### config.mk
export PLATFORM = sky130hd
export DESIGN_NAME = store_buffer
export DESIGN_NICKNAME = d
export VERILOG_FILES = /design/src/rtl/reorder_pkg.sv /design/src/rtl/store_fwd_merge.sv /design/src/rtl/store_buffer.sv
export SDC_FILE = /design/constraint.sdc
export NUM_CORES = 1
export LEC_CHECK = 0
export CAP_MARGIN = 30
export CORE_MARGIN = 4
export CORE_UTILIZATION = 63
export DETAILED_ROUTE_END_ITERATION = 6
export GPL_ROUTABILITY_DRIVEN = 0
export PLACE_DENSITY = 0.89
export RECOVER_POWER = 25
export SLEW_MARGIN = 20
export SYNTH_ARGS = -nofsm -noshare
export SYNTH_HDL_FRONTEND = slang
export SYNTH_SLANG_ARGS = --single-unit
export TNS_END_PERCENT = 1
### constraint.sdc
create_clock -name clk_i -period 10.8 [get_ports clk_i]
set_input_delay 2.16 -clock clk_i [delete_from_list [all_inputs] [get_ports clk_i]]
set_output_delay 2.16 -clock clk_i [all_outputs]
set_load 0.02 [all_outputs]
### src/rtl/reorder_pkg.sv
// ============================================================================
// Module      : reorder_pkg
// Description : Shared store-entry type and big-endian lane constants.
// Revision    : 1.0 - initial release
// ============================================================================
`default_nettype none

package reorder_pkg;

  localparam int ENTRY_AW = 30;

  // Big-endian lanes: byte offset 0 lives in data[31:24] / byte_en[3].
  localparam int LANE0 = 3;
  localparam int LANE1 = 2;
  localparam int LANE2 = 1;
  localparam int LANE3 = 0;

  localparam logic [3:0] BE_WORD = 4'b1111;

  typedef struct packed {
    logic [ENTRY_AW-1:0] addr;
    logic [3:0]          byte_en;
    logic [31:0]         data;
  } store_entry_t;

endpackage

`default_nettype wire

### src/rtl/store_fwd_merge.sv
// ============================================================================
// Module      : store_fwd_merge
// Description : Per-lane store-to-load forwarding, youngest matching entry wins.
// Revision    : 1.0 - initial release
// ============================================================================
`default_nettype none

module store_fwd_merge
  import reorder_pkg::*;
#(
  parameter int DEPTH = 4,
  parameter int AW    = 30
) (
  input  store_entry_t                 entries_i [DEPTH],
  input  logic [DEPTH-1:0]             valid_i,
  input  logic [$clog2(DEPTH)-1:0]     tail_i,
  input  logic [AW-1:0]                ld_addr_i,
  output logic [3:0]                   fwd_mask_o,
  output logic [31:0]                  fwd_data_o
);

  localparam int PW = $clog2(DEPTH);

  logic [PW-1:0]       idx;
  logic [ENTRY_AW-1:0] ld_addr_ext;

  assign ld_addr_ext = ENTRY_AW'(ld_addr_i);

  // Walk slots oldest-to-youngest starting at tail, so later matches overwrite.
  always_comb begin
    fwd_mask_o = '0;
    fwd_data_o = '0;
    idx        = tail_i;
    for (int k = 0; k < DEPTH; k++) begin
      idx = tail_i + PW'(k);
      if (valid_i[idx] && (entries_i[idx].addr == ld_addr_ext)) begin
        for (int b = 0; b < 4; b++) begin
          if (entries_i[idx].byte_en[b]) begin
            fwd_mask_o[b]         = 1'b1;
            fwd_data_o[8*b +: 8]  = entries_i[idx].data[8*b +: 8];
          end
        end
      end
    end
  end

endmodule

`default_nettype wire

### src/rtl/store_buffer.sv
// ============================================================================
// Module      : store_buffer
// Description : In-order posted-write buffer with per-byte load forwarding.
// Revision    : 1.0 - initial release
// ============================================================================
`default_nettype none

module store_buffer
  import reorder_pkg::*;
#(
  parameter int DEPTH = 4,
  parameter int AW    = 30
) (
  input  logic                       clk_i,
  input  logic                       reset_i,
  input  logic                       st_valid_i,
  output logic                       st_ready_o,
  input  logic [AW-1:0]              st_addr_i,
  input  logic [3:0]                 st_byte_en_i,
  input  logic [31:0]                st_data_i,
  output logic                       mem_valid_o,
  input  logic                       mem_ready_i,
  output logic [AW-1:0]              mem_addr_o,
  output logic [3:0]                 mem_byte_en_o,
  output logic [31:0]                mem_data_o,
  input  logic [AW-1:0]              ld_addr_i,
  output logic [3:0]                 fwd_mask_o,
  output logic [31:0]                fwd_data_o,
  output logic [$clog2(DEPTH):0]     count_o,
  output logic                       empty_o
);

  localparam int PW = $clog2(DEPTH);
  localparam int CW = PW + 1;

  store_entry_t     entries_q [DEPTH];
  logic [DEPTH-1:0] valid_q, valid_d;
  logic [PW-1:0]    head_q, head_d;
  logic [PW-1:0]    tail_q, tail_d;
  logic [CW-1:0]    count_q, count_d;
  logic             push, pop;

  assign st_ready_o  = (count_q < CW'(DEPTH));
  assign empty_o     = (count_q == '0);
  assign mem_valid_o = !empty_o;
  assign count_o     = count_q;

  // A zero-enable store completes its handshake but occupies no slot.
  assign push = st_valid_i && st_ready_o && (st_byte_en_i != 4'b0000);
  assign pop  = mem_valid_o && mem_ready_i;

  assign mem_addr_o    = AW'(entries_q[head_q].addr);
  assign mem_byte_en_o = entries_q[head_q].byte_en;
  assign mem_data_o    = entries_q[head_q].data;

  always_comb begin
    valid_d = valid_q;
    head_d  = head_q;
    tail_d  = tail_q;
    count_d = count_q + CW'(push) - CW'(pop);
    if (pop) begin
      valid_d[head_q] = 1'b0;
      head_d          = head_q + 1'b1;
    end
    if (push) begin
      valid_d[tail_q] = 1'b1;
      tail_d          = tail_q + 1'b1;
    end
  end

  always_ff @(posedge clk_i) begin
    if (reset_i) begin
      valid_q <= '0;
      head_q  <= '0;
      tail_q  <= '0;
      count_q <= '0;
    end else begin
      valid_q <= valid_d;
      head_q  <= head_d;
      tail_q  <= tail_d;
      count_q <= count_d;
    end
  end

  // Payload storage carries no reset; validity is tracked by valid_q.
  always_ff @(posedge clk_i) begin
    if (push) begin
      entries_q[tail_q].addr    <= ENTRY_AW'(st_addr_i);
      entries_q[tail_q].byte_en <= st_byte_en_i;
      entries_q[tail_q].data    <= st_data_i;
    end
  end

  store_fwd_merge #(
    .DEPTH (DEPTH),
    .AW    (AW)
  ) u_fwd_merge (
    .entries_i  (entries_q),
    .valid_i    (valid_q),
    .tail_i     (tail_q),
    .ld_addr_i  (ld_addr_i),
    .fwd_mask_o (fwd_mask_o),
    .fwd_data_o (fwd_data_o)
  );

endmodule

`default_nettype wire
== Word level (Yosys, flattened, before mapping) ==
Cells that the tools add are included.

* Add/subtract/negate cells: 6
* Multipliers: 0
* Divide/modulo/power cells: 0
* $lt $le $gt $ge: 14
* Equality and inequality tests: 4
* Shifts and indexed selects: 0
* Muxes and demuxes: 78
* Bitwise logic cells: 8
* Reduce and logical (&&, ||, !) cells: 13

{| class="wikitable"
|+ Operator list
! kind !! count
|-
| $bwmux W264 || 3
|-
| $mux W66 || 11
|-
| $bmux W66 S2 || 5
|-
| $demux W66 S2 || 3
|-
| $mux W32 || 5
|-
| $mux W8 || 16
|-
| $eq A30 B30 Y1 || 4
|-
| $mux W36 || 1
|-
| $mux W4 || 6
|-
| $mux W1 || 22
|-
| $ge A3 B3 Y1 const B || 5
|-
| $lt A2 B3 Y1 const B || 5
|-
| $not A2 Y3 || 5
|-
| $logic_and A1 B1 Y1 || 10
|-
| $bmux W1 S2 || 4
|-
| $add A2 B1 Y2 const B || 2
|-
| $add A2 B2 Y2 const B || 2
|-
| $and A4 B4 Y4 || 1
|-
| $demux W1 S2 || 2
|-
| $ge A2 B1 Y1 const B || 2
|-
| $not A4 Y4 || 1
|-
| $or A4 B4 Y4 || 1
|-
| $reduce_bool A4 Y1 || 1
|-
| $add A3 B1 Y3 || 1
|-
| 5 further kinds || 5
|}

* Flip-flop bits (word level): 275
* Bits in latches: 0
* Bits in writable memories: 0
* Bits in read-only memories: 0
* Output and inout bits: 108
* Logic and storage cells: 139
* Memories: 0

== Longest topological paths before layout ==
* Depth in word-level cells: 13
* Depth in mapped cells: 19
* Mapped depth without buffers: 11

== Hierarchy ==
Synthesis repeated with hierarchy kept, for this count alone.

* Cells, all modules: 1872
* Area total of the unflattened synthesis: 20360.8 µm²

{| class="wikitable"
|+ Modules (own cells, without submodules)
! module !! instances !! cells an instance !! area each (µm²) !! sequential area each (µm²)
|-
| store_buffer || 1 || 561 || 11010.6 || 8147.8
|-
| store_fwd_merge || 1 || 1311 || 9350.2 || 0.0
|}

== Least setup slack after synthesis ==
No wires, ideal clock.

* Kind: input -> output
* From: in ld_addr_i[21]
* To: out fwd_data_o[7]
* Data arrival time: 5.068 ns
* Required time: 8.640 ns
* Slack: 3.572 ns
* Cell stages on the path: 10
* Path buffers: 2
* Cells stage by stage: buf_1 -> o221ai_1 -> nor4_1 -> o221ai_1 -> or4_1 -> buf_2 -> a2111oi_4 -> o21bai_2 -> inv_2 -> a222oi_1

* Cells in the longest elaborated chain, start to end: 9
* Elaborated cells between the ends (all ways): 15
* Classes of those cells: eq/ne: 4; mux: 7; reduce/logical: 4

{| class="wikitable"
|+ Ends and longest elaborated chain
! what !! RTL line !! RTL
|-
| from (decl) || store_buffer.sv:26 || <nowiki>input logic [AW-1:0] ld_addr_i,</nowiki>
|-
| $eq A30 B30 Y1 || store_fwd_merge.sv:36 || <nowiki>if (valid_i[idx] && (entries_i[idx].addr == ld_addr_ext)) begin</nowiki>
|-
| $logic_and A1 B1 Y1 || store_fwd_merge.sv:36 ||
|-
| $mux W32 || store_fwd_merge.sv:36 ||
|-
| $mux W8 || store_fwd_merge.sv:38 || <nowiki>if (entries_i[idx].byte_en[b]) begin</nowiki>
|-
| $mux W32 || store_fwd_merge.sv:36 ||
|-
| $mux W8 || store_fwd_merge.sv:38 ||
|-
| $mux W32 || store_fwd_merge.sv:36 ||
|-
| $mux W8 || store_fwd_merge.sv:38 ||
|-
| $mux W32 (*) || store_fwd_merge.sv:36 ||
|-
| to (decl) || store_buffer.sv:28 || <nowiki>output logic [31:0] fwd_data_o,</nowiki>
|}

Mark *: on every way between the ends. The rest lies on a longest branch, timed or not.

== Worst setup path after layout ==
* From: reg tail_q[1]
* To: out fwd_data_o[7]

* Cells in the longest elaborated chain, start to end: 13
* Elaborated cells between the ends (all ways): 43
* Classes of those cells: add/sub: 3; eq/ne: 4; mux: 28; bitwise: 4; reduce/logical: 4

{| class="wikitable"
|+ Ends and longest elaborated chain
! what !! RTL line !! RTL
|-
| from (decl) || store_buffer.sv:39 || <nowiki>logic [PW-1:0] tail_q, tail_d;</nowiki>
|-
| from (signal assigned) || store_buffer.sv:80 || <nowiki>tail_q <= tail_d;</nowiki>
|-
| branches (longest 12 deep; another with $add A2 B1 Y2) || - ||
|-
| $mux W32 (*) || store_fwd_merge.sv:36 ||
|}

Mark *: on every way between the ends. The select of a mux whose other input is x is not followed.

==> metrics.txt <==
Final Slew Violations=0; biggest area consumer among synthesized cells=edfxtp_1; required time of the critical path=slightly below 9 ns; via density per instance=about 7.2; Die H=184 um; overall power=0.00444 W; wire length of the first global-routing pass=88100 um; endpoint of the worst-slack reg-to-reg timing path=entries_q[109]; average instance area after synthesis=approximately 12 um2; nets=roughly 1900; CTS HTree Levels=1; crit share post-route=95.0%; Critical Path Fanout Max=between 100 and 150; core region area=30500 um2; worst setup path end=fwd_data_o[7]; ranking of synthesized cells by instance count=edfxtp_1, mux2i_1, and2_1; overall routed net length=57800 um; die area=33800 um2; initial detailed-routing violation count=2243; effective utilization at floorplan=between 60 and 70%; final worst path period need=10.26 ns; critical path's largest stage delay=1.15 ns; Site Rows=64; top flip-flop cell by instance count after synthesis=edfxtp_1; global-route congestion overflow total=0; number of synthesis warnings=0; Max Clock Freq=between 90 and 100 MHz; I/O pin total=208; clock tree from TritonCTS=yes; Post-DRT Antenna Nets=0; antenna violations before repair=6; violations in the final reports=DRC; FF+latch count, synth=275; critical path startpoint category=flop; Yosys cell types=73; standby leakage power=7.32 nW; Area growth syn-to-layout=15.8%; TritonCTS Buffers=29; postcts setup bufs=0; final routed wire length divided by cell count=26.4 um; Maximum Capacitance Violations=0; Worst-Margin Slew=~1 ns; power per standard cell area=just under 200 nW/um2; Setup Viol. Count Final=0; top-count cell post-synth=edfxtp_1; Post-DP HPWL=about 39000 um; Hold Worst Slack=approximately 0.6 ns; result of the run=finished with violations; crit path capture type=output port; final worst-path setup slack=between 0.5 and 0.6 ns; Worst R2R Setup Slack=6.48 ns; Rel. slew slack=between 30% and 40%; clock input transition at the sequential cells of the worst setup and hold paths=approximately 0.060 ns; proportion of layout cells with a drive suffix above 1=around 15%; pin count of the biggest net entering global routing=189; CP most frequent cell=inv_1; setup slack after placement=1.41 ns; number of synthesized flops with an enable pin=264; top cell type's share of synthesized area=roughly 41%; slowest stage cell on the critical path=ha_4; Post-CTS Hold Fix Bufs=0; Worst Path Arrival=approximately 8 ns; count of vias placed by the detailed router=15700; number of cells after detailed placement=about 2100; synthesized netlist net count=approximately 1800; Clk Tree Root Cell=clkbuf_16; origin of the critical flop-to-flop path=tail_q[1]; summed negative setup slack over all endpoints=0 ns; biggest area contributors in the synthesized netlist=edfxtp_1, mux4_2, mux2i_1, and2_1, mux2_2; clock insertion delay at the later pin of the skew report=about 0.57 ns; clock sink count=275; count of TritonRoute iterations in the first routing pass=7; overall fraction of global-route tracks in use=between 30% and 40%; share of flip-flops with an asynchronous set or reset after synthesis=0%; cell area after technology mapping=roughly 20000 um2; Chip Width=184 um; Syn Inst Count=1653; path depth of the worst reg2reg path=4; worst min-delay path category=reg -> reg; sequential area share after synthesis=a little over two fifths; launch point of the worst path=tail_q[1]; maximum root-to-sink buffer count=3; final routed DRC violation total=17; unrepaired setup endpoints after global routing=false; maximum clock skew at final layout=~0.015 ns; # resized after CTS=0; Cell Chain, Critical Path=inv_1 > ha_4 > inv_1 > buf_4 > mux2_2 > a221o_1 > a2111oi_0 > nand4_2 > a2111oi_4 > o21bai_2 > inv_2 > a222oi_1 > clkdlybuf4s50_1; count of input and output buffers=207; vias in the first global route=around 15000; peak ir drop on the vdd network=about 0.16 mV; final number of hold-violating endpoints=0; Hold Path Cell Cnt=2; path type of the worst setup path=reg -> out; final cell count without fillers=2189
## worst min path at each step
stage / slack (ns) / endpoint / start
3_5_place_dp: 0.57 / valid_q[1] / valid_q[1]
4_1_cts: 0.58 / valid_q[1] / valid_q[1]
6_report: 0.59 / valid_q[1] / valid_q[1]
2_1_floorplan: 0.49 / valid_q[1] / valid_q[1]
3_3_place_gp: 0.56 / valid_q[1] / valid_q[1]
5_1_grt: 0.65 / valid_q[1] / valid_q[1]
## critical path, delay by kind of cell, from the launching register on
family                     cells  cell delay [ns]
and+or+nand+nor                1             0.37
AOI/OAI and AO/OA              5             2.15
muxes                          1             0.29
adders and majority gates      1             1.15
DFF                            1             0.96
buffers and inverters          5             2.53
## flip-flops by register name, summed over array words and instances, names as in the netlist
signal	count
entries_q	264
valid_q	4
count_o	3
head_q	2
tail_q	2
## layout by cell type (no fill, tap or decap), types with 9 or more instances in the layout
master,instances
xor2_1,21
clkdlybuf4s50_1,172
nand2_1,124
dlygate4sd3_1,35
mux4_2,111
nor3_1,9
inv_1,32
o21ai_0,108
a221oi_1,47
nand2b_1,13
nor4_1,13
a211oi_1,9
mux2i_1,183
o22ai_1,23
a21oi_1,44
buf_4,10
xnor2_1,77
and2_1,128
mux2_2,62
nor2_1,60
a31oi_1,16
edfxtp_1,264
clkbuf_16,29
## layout make-up
type	count	area, um2
Multi-Input combinational cell	1205	10600
Fill cell	1960	7960
Clock inverter	21	183
Clock buffer	32	737
Antenna cell	5	12.5
Tap cell	396	495
Timing Repair Buffer	222	2280
Sequential cell	275	8160
Inverter	33	124
## where the power goes
group	switching (W)	internal (W)
clock network	0.000428	0.000561
logic	0.00111	0.000898
registers	0.000143	0.00130
total	0.00168	0.00276
## layer usage
layer | wire (um) | global-route usage (%) | part of all wire, %
met1 | 21400 | 45.4 | 37
met2 | 26700 | 52.5 | 46
met3 | 7010 | 7.93 | 12
met4 | 2700 | 13.3 | 4.7
met5 | 48 | 0 | 0.083
## kinds of logic after synthesis
logic type / Yosys count / synth area share [%]
AND/OR/NAND/NOR: 406 / 10.9
multiplexers: 356 / 25.8
AO/OA/AOI/OAI: 334 / 12.2
flip-flops: 275 / 41.8
buffers and inverters: 173 / 4.08
XOR/XNOR: 98 / 4.41
adder cells (fa/ha/maj): 11 / 0.745
## per-stage QoR
stage	cell area, um2	utilization [%]
floorplan	19500	-
global placement	21500	70.5
detailed placement	21600	70.7
CTS	22500	73.7
global route	22500	73.9
finish	22600	73.9
Note: power is estimated with default switching activity, not from simulation.
